$ cat config.mk
export PLATFORM = sky130hd
export DESIGN_NAME = elevator_top
export DESIGN_NICKNAME = d
export VERILOG_FILES = /design/src/rtl/elevator_pkg.sv /design/src/rtl/elevator_requests.sv /design/src/rtl/elevator_top.sv
export SDC_FILE = /design/constraint.sdc
export NUM_CORES = 1
export LEC_CHECK = 0
export CAP_MARGIN = 20
export CORE_MARGIN = 8
export CORE_UTILIZATION = 45
export DETAILED_ROUTE_END_ITERATION = 10
export GPL_TIMING_DRIVEN = 0
export MAX_ROUTING_LAYER = met4
export PLACE_DENSITY = 0.67
export SLEW_MARGIN = 30
export SYNTH_ARGS = -nofsm -noshare
export SYNTH_HDL_FRONTEND = slang
export SYNTH_SLANG_ARGS = --single-unit
$ cat constraint.sdc
create_clock -name clk -period 4.4 [get_ports clk]
set_input_delay 0.66 -clock clk [delete_from_list [all_inputs] [get_ports clk]]
set_output_delay 0.66 -clock clk [all_outputs]
set_load 0.05 [all_outputs]
$ cat src/rtl/elevator_pkg.sv
// Shared types and constants for the four-floor elevator controller.
// Request vector layout: car calls [3:0], hall-up [6:4] (floors 1..3), hall-down [9:7] (floors 2..4).
package elevator_pkg;

   typedef enum logic [2:0] {
      S_IDLE  = 3'd0,
      S_UP    = 3'd1,
      S_DOWN  = 3'd2,
      S_OPEN  = 3'd3,
      S_CLOSE = 3'd4
   } state_e;

   localparam int NUM_FLOORS = 4;

   localparam int DEF_FLOOR_CYCLES = 10;
   localparam int DEF_DOOR_CYCLES  = 20;
   localparam int DEF_CLOSE_CYCLES = 4;

   localparam int REQ_W   = 10;
   localparam int CAR_LSB = 0;
   localparam int UP_LSB  = 4;
   localparam int DN_LSB  = 7;

endpackage

$ cat src/rtl/elevator_requests.sv
// Sticky call latches plus the SCAN decode (calls above/below, stop at the evaluated floor).
// Decode and clear live in separate blocks so the clear, which depends on the next state, forms no loop.
module elevator_requests
   import elevator_pkg::*;
(
   input  logic             clk,
   input  logic             reset,
   input  logic [REQ_W-1:0] req_in,
   input  logic [1:0]       floor,
   input  logic             dir,
   input  logic             clr_en,
   output logic             any_above,
   output logic             any_below,
   output logic             stop_here,
   output logic             opp_here
);

   logic [REQ_W-1:0]      req_q, req_d, pending, clr_mask;
   logic [NUM_FLOORS-1:0] car, up, dn, call_at, sel;
   logic                  same_here, beyond;

   always_comb begin
      pending   = req_q | req_in;
      car       = pending[CAR_LSB +: NUM_FLOORS];
      up        = {1'b0, pending[UP_LSB +: NUM_FLOORS-1]};
      dn        = {pending[DN_LSB +: NUM_FLOORS-1], 1'b0};
      call_at   = car | up | dn;
      any_above = 1'b0;
      any_below = 1'b0;
      for (int i = 0; i < NUM_FLOORS; i++) begin
         if (i > int'(floor)) any_above = any_above | call_at[i];
         if (i < int'(floor)) any_below = any_below | call_at[i];
      end
      same_here = dir ? up[floor] : dn[floor];
      opp_here  = dir ? dn[floor] : up[floor];
      beyond    = dir ? any_above : any_below;
      // An opposite hall call is only served here once nothing remains ahead.
      stop_here = car[floor] | same_here | (opp_here & ~beyond);
   end

   always_comb begin
      sel      = 4'b0001 << floor;
      clr_mask = {sel[3:1] & {3{~dir | ~beyond}},
                  sel[2:0] & {3{dir | ~beyond}},
                  sel} & {REQ_W{clr_en}};
      req_d    = pending & ~clr_mask;
   end

   always_ff @(posedge clk) begin
      if (reset) req_q <= '0;
      else       req_q <= req_d;
   end

endmodule

$ cat src/rtl/elevator_top.sv
// Four-floor collective (SCAN) elevator controller: FSM, travel/door timers, floor register.
// "Call at this floor" means a call this stop would serve, so every door opening clears what caused it.
module elevator_top
   import elevator_pkg::*;
#(
   parameter int FLOOR_CYCLES = DEF_FLOOR_CYCLES,
   parameter int DOOR_CYCLES  = DEF_DOOR_CYCLES,
   parameter int CLOSE_CYCLES = DEF_CLOSE_CYCLES
) (
   input  logic       clk,
   input  logic       reset,
   input  logic       door_sensor,
   input  logic       open_btn,
   input  logic       close_btn,
   input  logic       B1U,
   input  logic       B2D,
   input  logic       B2U,
   input  logic       B3D,
   input  logic       B3U,
   input  logic       B4D,
   input  logic       BF1,
   input  logic       BF2,
   input  logic       BF3,
   input  logic       BF4,
   output logic       door,
   output logic       dir,
   output logic [2:0] state
);

   localparam int CNT_MAX = (FLOOR_CYCLES > DOOR_CYCLES) ?
                            ((FLOOR_CYCLES > CLOSE_CYCLES) ? FLOOR_CYCLES : CLOSE_CYCLES) :
                            ((DOOR_CYCLES > CLOSE_CYCLES) ? DOOR_CYCLES : CLOSE_CYCLES);
   localparam int CNT_W = $clog2(CNT_MAX + 1);

   localparam logic [CNT_W-1:0] FLOOR_LOAD = CNT_W'(FLOOR_CYCLES - 1);
   localparam logic [CNT_W-1:0] DOOR_LOAD  = CNT_W'(DOOR_CYCLES - 1);
   localparam logic [CNT_W-1:0] CLOSE_LOAD = CNT_W'(CLOSE_CYCLES - 1);

   state_e           state_q, state_d;
   logic [1:0]       floor_q, floor_d;
   logic             dir_q, dir_d, door_q, door_d;
   logic [CNT_W-1:0] cnt_q, cnt_d;

   logic [REQ_W-1:0] req_in;
   logic             any_above, any_below, stop_here, opp_here;
   logic             expired, beyond, behind, flip, clr_en;

   assign req_in = {B4D, B3D, B2D, B3U, B2U, B1U, BF4, BF3, BF2, BF1};

   elevator_requests u_requests (
      .clk       (clk),
      .reset     (reset),
      .req_in    (req_in),
      .floor     (floor_d),
      .dir       (dir_q),
      .clr_en    (clr_en),
      .any_above (any_above),
      .any_below (any_below),
      .stop_here (stop_here),
      .opp_here  (opp_here)
   );

   // Requests are always judged at the floor the car occupies after this edge.
   always_comb begin
      floor_d = floor_q;
      if (cnt_q == '0) begin
         if (state_q == S_UP && floor_q != 2'(NUM_FLOORS - 1)) floor_d = floor_q + 2'd1;
         else if (state_q == S_DOWN && floor_q != 2'd0)        floor_d = floor_q - 2'd1;
      end
   end

   always_comb begin
      state_d = state_q;
      dir_d   = dir_q;
      cnt_d   = cnt_q;
      expired = (cnt_q == '0);
      beyond  = dir_q ? any_above : any_below;
      behind  = dir_q ? any_below : any_above;
      flip    = ~beyond & (opp_here | behind);
      case (state_q)
         S_IDLE: begin
            cnt_d = '0;
            if (stop_here || open_btn) begin
               state_d = S_OPEN;
               cnt_d   = DOOR_LOAD;
            end else if (any_above || any_below) begin
               cnt_d = FLOOR_LOAD;
               if (dir_q ? any_above : !any_below) begin
                  state_d = S_UP;
                  dir_d   = 1'b1;
               end else begin
                  state_d = S_DOWN;
                  dir_d   = 1'b0;
               end
            end
         end
         S_UP, S_DOWN: begin
            if (!expired) begin
               cnt_d = cnt_q - CNT_W'(1);
            end else if (stop_here) begin
               state_d = S_OPEN;
               cnt_d   = DOOR_LOAD;
            end else if (!beyond) begin
               state_d = S_IDLE;
               cnt_d   = '0;
            end else begin
               cnt_d = FLOOR_LOAD;
            end
         end
         S_OPEN: begin
            if (door_sensor || open_btn) begin
               cnt_d = DOOR_LOAD;
            end else if (close_btn || expired) begin
               state_d = S_CLOSE;
               cnt_d   = CLOSE_LOAD;
            end else begin
               cnt_d = cnt_q - CNT_W'(1);
            end
         end
         S_CLOSE: begin
            if (door_sensor || open_btn || stop_here) begin
               state_d = S_OPEN;
               cnt_d   = DOOR_LOAD;
            end else if (expired) begin
               state_d = S_IDLE;
               cnt_d   = '0;
            end else begin
               cnt_d = cnt_q - CNT_W'(1);
            end
         end
         default: begin
            state_d = S_IDLE;
            cnt_d   = '0;
         end
      endcase
      // Turn around on arrival only if something waits the other way.
      if (state_d == S_OPEN && state_q != S_OPEN && flip) dir_d = ~dir_q;
      door_d = (state_d == S_OPEN);
   end

   assign clr_en = (state_d == S_OPEN);

   always_ff @(posedge clk) begin
      if (reset) begin
         state_q <= S_IDLE;
         floor_q <= 2'd0;
         dir_q   <= 1'b1;
         door_q  <= 1'b0;
         cnt_q   <= '0;
      end else begin
         state_q <= state_d;
         floor_q <= floor_d;
         dir_q   <= dir_d;
         door_q  <= door_d;
         cnt_q   <= cnt_d;
      end
   end

   assign door  = door_q;
   assign dir   = dir_q;
   assign state = state_q;

endmodule

==> results of run 1 <==
cells in the final DEF (no fill, tap or decap), types with 4 or more instances in the layout:
cell	n
nor3_1	7
a31oi_1	6
nand3_1	4
o21ai_0	5
dfxtp_1	22
a21oi_1	11
inv_1	12
ha_1	4
clkdlybuf4s50_1	19
a211oi_1	5
nand2_1	15
nor2_1	33
cell families after synthesis:
| logic type | Yosys count | synth area share [%] |
|---|---|---|
| flip-flops | 22 | 28.1 |
| adder cells (fa/ha/maj) | 5 | 3.91 |
| buffers and inverters | 16 | 5.03 |
| XOR/XNOR | 5 | 2.79 |
| AND/OR/NAND/NOR | 79 | 24.3 |
| multiplexers | 2 | 1.28 |
| AO/OA/AOI/OAI | 68 | 34.6 |
power breakdown:
group,total (uW),switching [uW],leakage (uW),internal [uW]
sequential,303,51.2,0.000182,252
clock,92.6,60.6,0.0000138,32.0
combinational,890,533,0.000497,357
final cells by class:
cell class                      count  area share (%)
Sequential cell                    22            23.8
Inverter                           12            2.43
Multi-Input combinational cell    159            57.0
Buffer                              4            1.82
Timing Repair Buffer               20            10.7
Tap cell                           46            3.11
Clock buffer                        3            1.22
worst max-delay path, cell delays in order (launching register included):
cell and delay [ps]:
dfxtp_1 470, inv_1 130, ha_1 210, or3b_2 530
a211oi_4 410, o22ai_2 210, a222oi_1 610, nor2_2 130
o211ai_4 310, o211ai_1 280, o21ai_1 300, nor2b_1 280
a211oi_1 120
Yosys cell counts (all sizes together) (4+ instances only):
| cell type | n |
|---|---|
| a211oi | 6 |
| dfxtp | 22 |
| inv | 12 |
| nor2 | 34 |
| nor3 | 7 |
| a31oi | 6 |
| a21o | 4 |
| nand3 | 4 |
| a21oi | 12 |
| nand2 | 15 |
| o221a | 4 |
| ha | 4 |
| o21ai | 6 |
sequential cells by signal, indices dropped and copies added (netlist names):
signal            count
u_requests.req_q     10
dir                   1
door                  1
cnt_q                 5
floor_q               2
state                 3
metrics by stage:
stage	instances	instance area, um2	hold slack, ps	total power, uW	util (%)
after floorplan	197	1570	443	956	-
after global placement	262	1820	466	1150	54.4
after detailed placement	262	1820	475	1160	54.6
after CTS	265	1840	507	1260	55.3
after global routing	266	1850	542	1380	55.5
final	266	1850	503	1290	55.5
metal layers:
metal | track usage, % | routed length (um)
met4 | 6.09 | 76
met5 | - | 0
met2 | 28.9 | 2190
met3 | 2.40 | 186
met1 | 17.9 | 1890
worst max path at each step:
stage	from	end	slack [ps]	cells past startpoint
2_1_floorplan	state[1]	cnt_q[1]	790	10
3_5_place_dp	floor_q[0]	u_requests.req_q[5]	190	12
4_1_cts	floor_q[0]	u_requests.req_q[5]	150	12
3_3_place_gp	floor_q[0]	u_requests.req_q[7]	200	12
5_1_grt	floor_q[0]	u_requests.req_q[5]	40	12
6_report	floor_q[0]	u_requests.req_q[5]	280	12
what timing repair did:
| item | in CTS | in global routing |
|---|---|---|
| endpoints found under the setup margin | 0 | 11 |
| setup buffers | 0 | 1 |
| hold buffers | 0 | 0 |
| endpoints found under the hold margin | 0 | 0 |
| resized for setup | 0 | 1 |
==> qor.csv, run 1 <==
stage;metric;value;unit
run_status;status;finished clean;
placement;place_ws;195;ps
die;die_w;75.0;um
clock_tree;cts_tree;built;
timing;final.setup_skew;5.43;ps
grt;overflow;0;
yosys;synth_top_area_cell;dfxtp_1;
drt;drc;0;
yosys;synth-edff-count;0;
timing;tightest_slew;704;ps
timing;rsz0062_at_grt;false;
timing;fin_ws;283;ps
yosys;syn-num-nets;216;
critical_path;crit_arrival;4300;ps
grt;antenna_found_initial;0;
yosys;yosysTopAreaCellShare;28.1;%
yosys;synth_ff_type;dfxtp_1;
drt;drt_pass1_iterations;4;
yosys;synth_warnings;0;
hold_path;hold_depth;2;
cells_and_area;antennaDiodeCount;0;
drt;drt-initial-drc-count;180;
pwr;irDropWorstVdd;0.000296;V
drt;via_count;1619;
yosys;seq_area_frac_synth;28.1;%
cells_and_area;area.growth.synth_to_final;18.1;%
critical_path;r2r_setup_slack;280;ps
pwr;power_density;694;mW/mm2
critical_path;crit_path_end_kind;flop;
timing;drv_slew;0;
critical_path;worst-setup-path-type;flop to flop;
pwr;leakage;0.000693;uW
cells_and_area;final.fill_count;354;
placement;place.port_buffers;19;
yosys;async_flop_share;0;%
yosys;synth.cell_area;0.00157;mm2
drt;viasPerCell;6.09;
cells_and_area;drive_gt1_share;11.8;%
clock_tree;path_clk_slew;120;ps
critical_path;reg2regPathDepth;12;
critical_path;r2r_start;floor_q[0];
die;dieArea;0.00563;mm2
grt;grt_first_pass_wirelength;7050;um
yosys;postSynthCellCount;197;
die;start_util;47.0;%
timing;fin_crit;4120;ps
clock_tree;numClockSinks;22;
timing;setup-tns-final;0;ps
cells_and_area;multiInputGateArea;0.00105;mm2
hold_path;min_path_type;flop to flop;
yosys;synth_area_leaders;dfxtp_1 28%, nor2_1 7.9%, nand2_1 3.6%;
critical_path;r2r-end;u_requests.req_q[5];
cells_and_area;regArea;440;um2
placement;hpwl;3400;um
grt;grt_max_degree;12;
timing;setup_violations;0;
cells_and_area;fin_nets;241;
critical_path;cp_data_required_time;4590;ps
die;core-area;0.00334;mm2
clock_tree;cts_root_buf;clkbuf_4;
timing;fin_crit_sh;93.6;%
hold_path;hp-start;u_requests.req_q[3];
drt;finalWirelength;4340;um
critical_path;crit_fanout;8;
yosys;syn_avg_cell_area;7.96;um2
timing;hold_viol;0;
yosys;synth-seq-cells;22;
critical_path;crit_path_start_kind;flop;
grt;grt_pass1_vias;1586;
grt;track_usage;16.3;%
placement;gp_congestion;0.978;
clock_tree;cts_buffers;3;
die;rows;21;
hold_path;min_to;u_requests.req_q[3];
timing;max_slew_margin;53.0;%
drt;drtAntennaViolNets;0;
clock_tree;htree_levels;1;
yosys;yosys.cell_types.count;62;
clock_tree;cts_buffer_depth;2;
timing;fmax;243;MHz
clock_tree;clk-insertion-delay-late;310;ps
job;drv_cap;0;
drt;routedWlPerCell;16.3;um
die;fp.dieH;75.0;um
die;num_io_pins;20;
Note: power is estimated with default switching activity, not from simulation.
==> run 2, diff against run 1 <==
- HOLD_SLACK_MARGIN: default -> 0.1
==> results of run 2 <==
No change in the layout: final DEF, timing and power equal those of run 1.
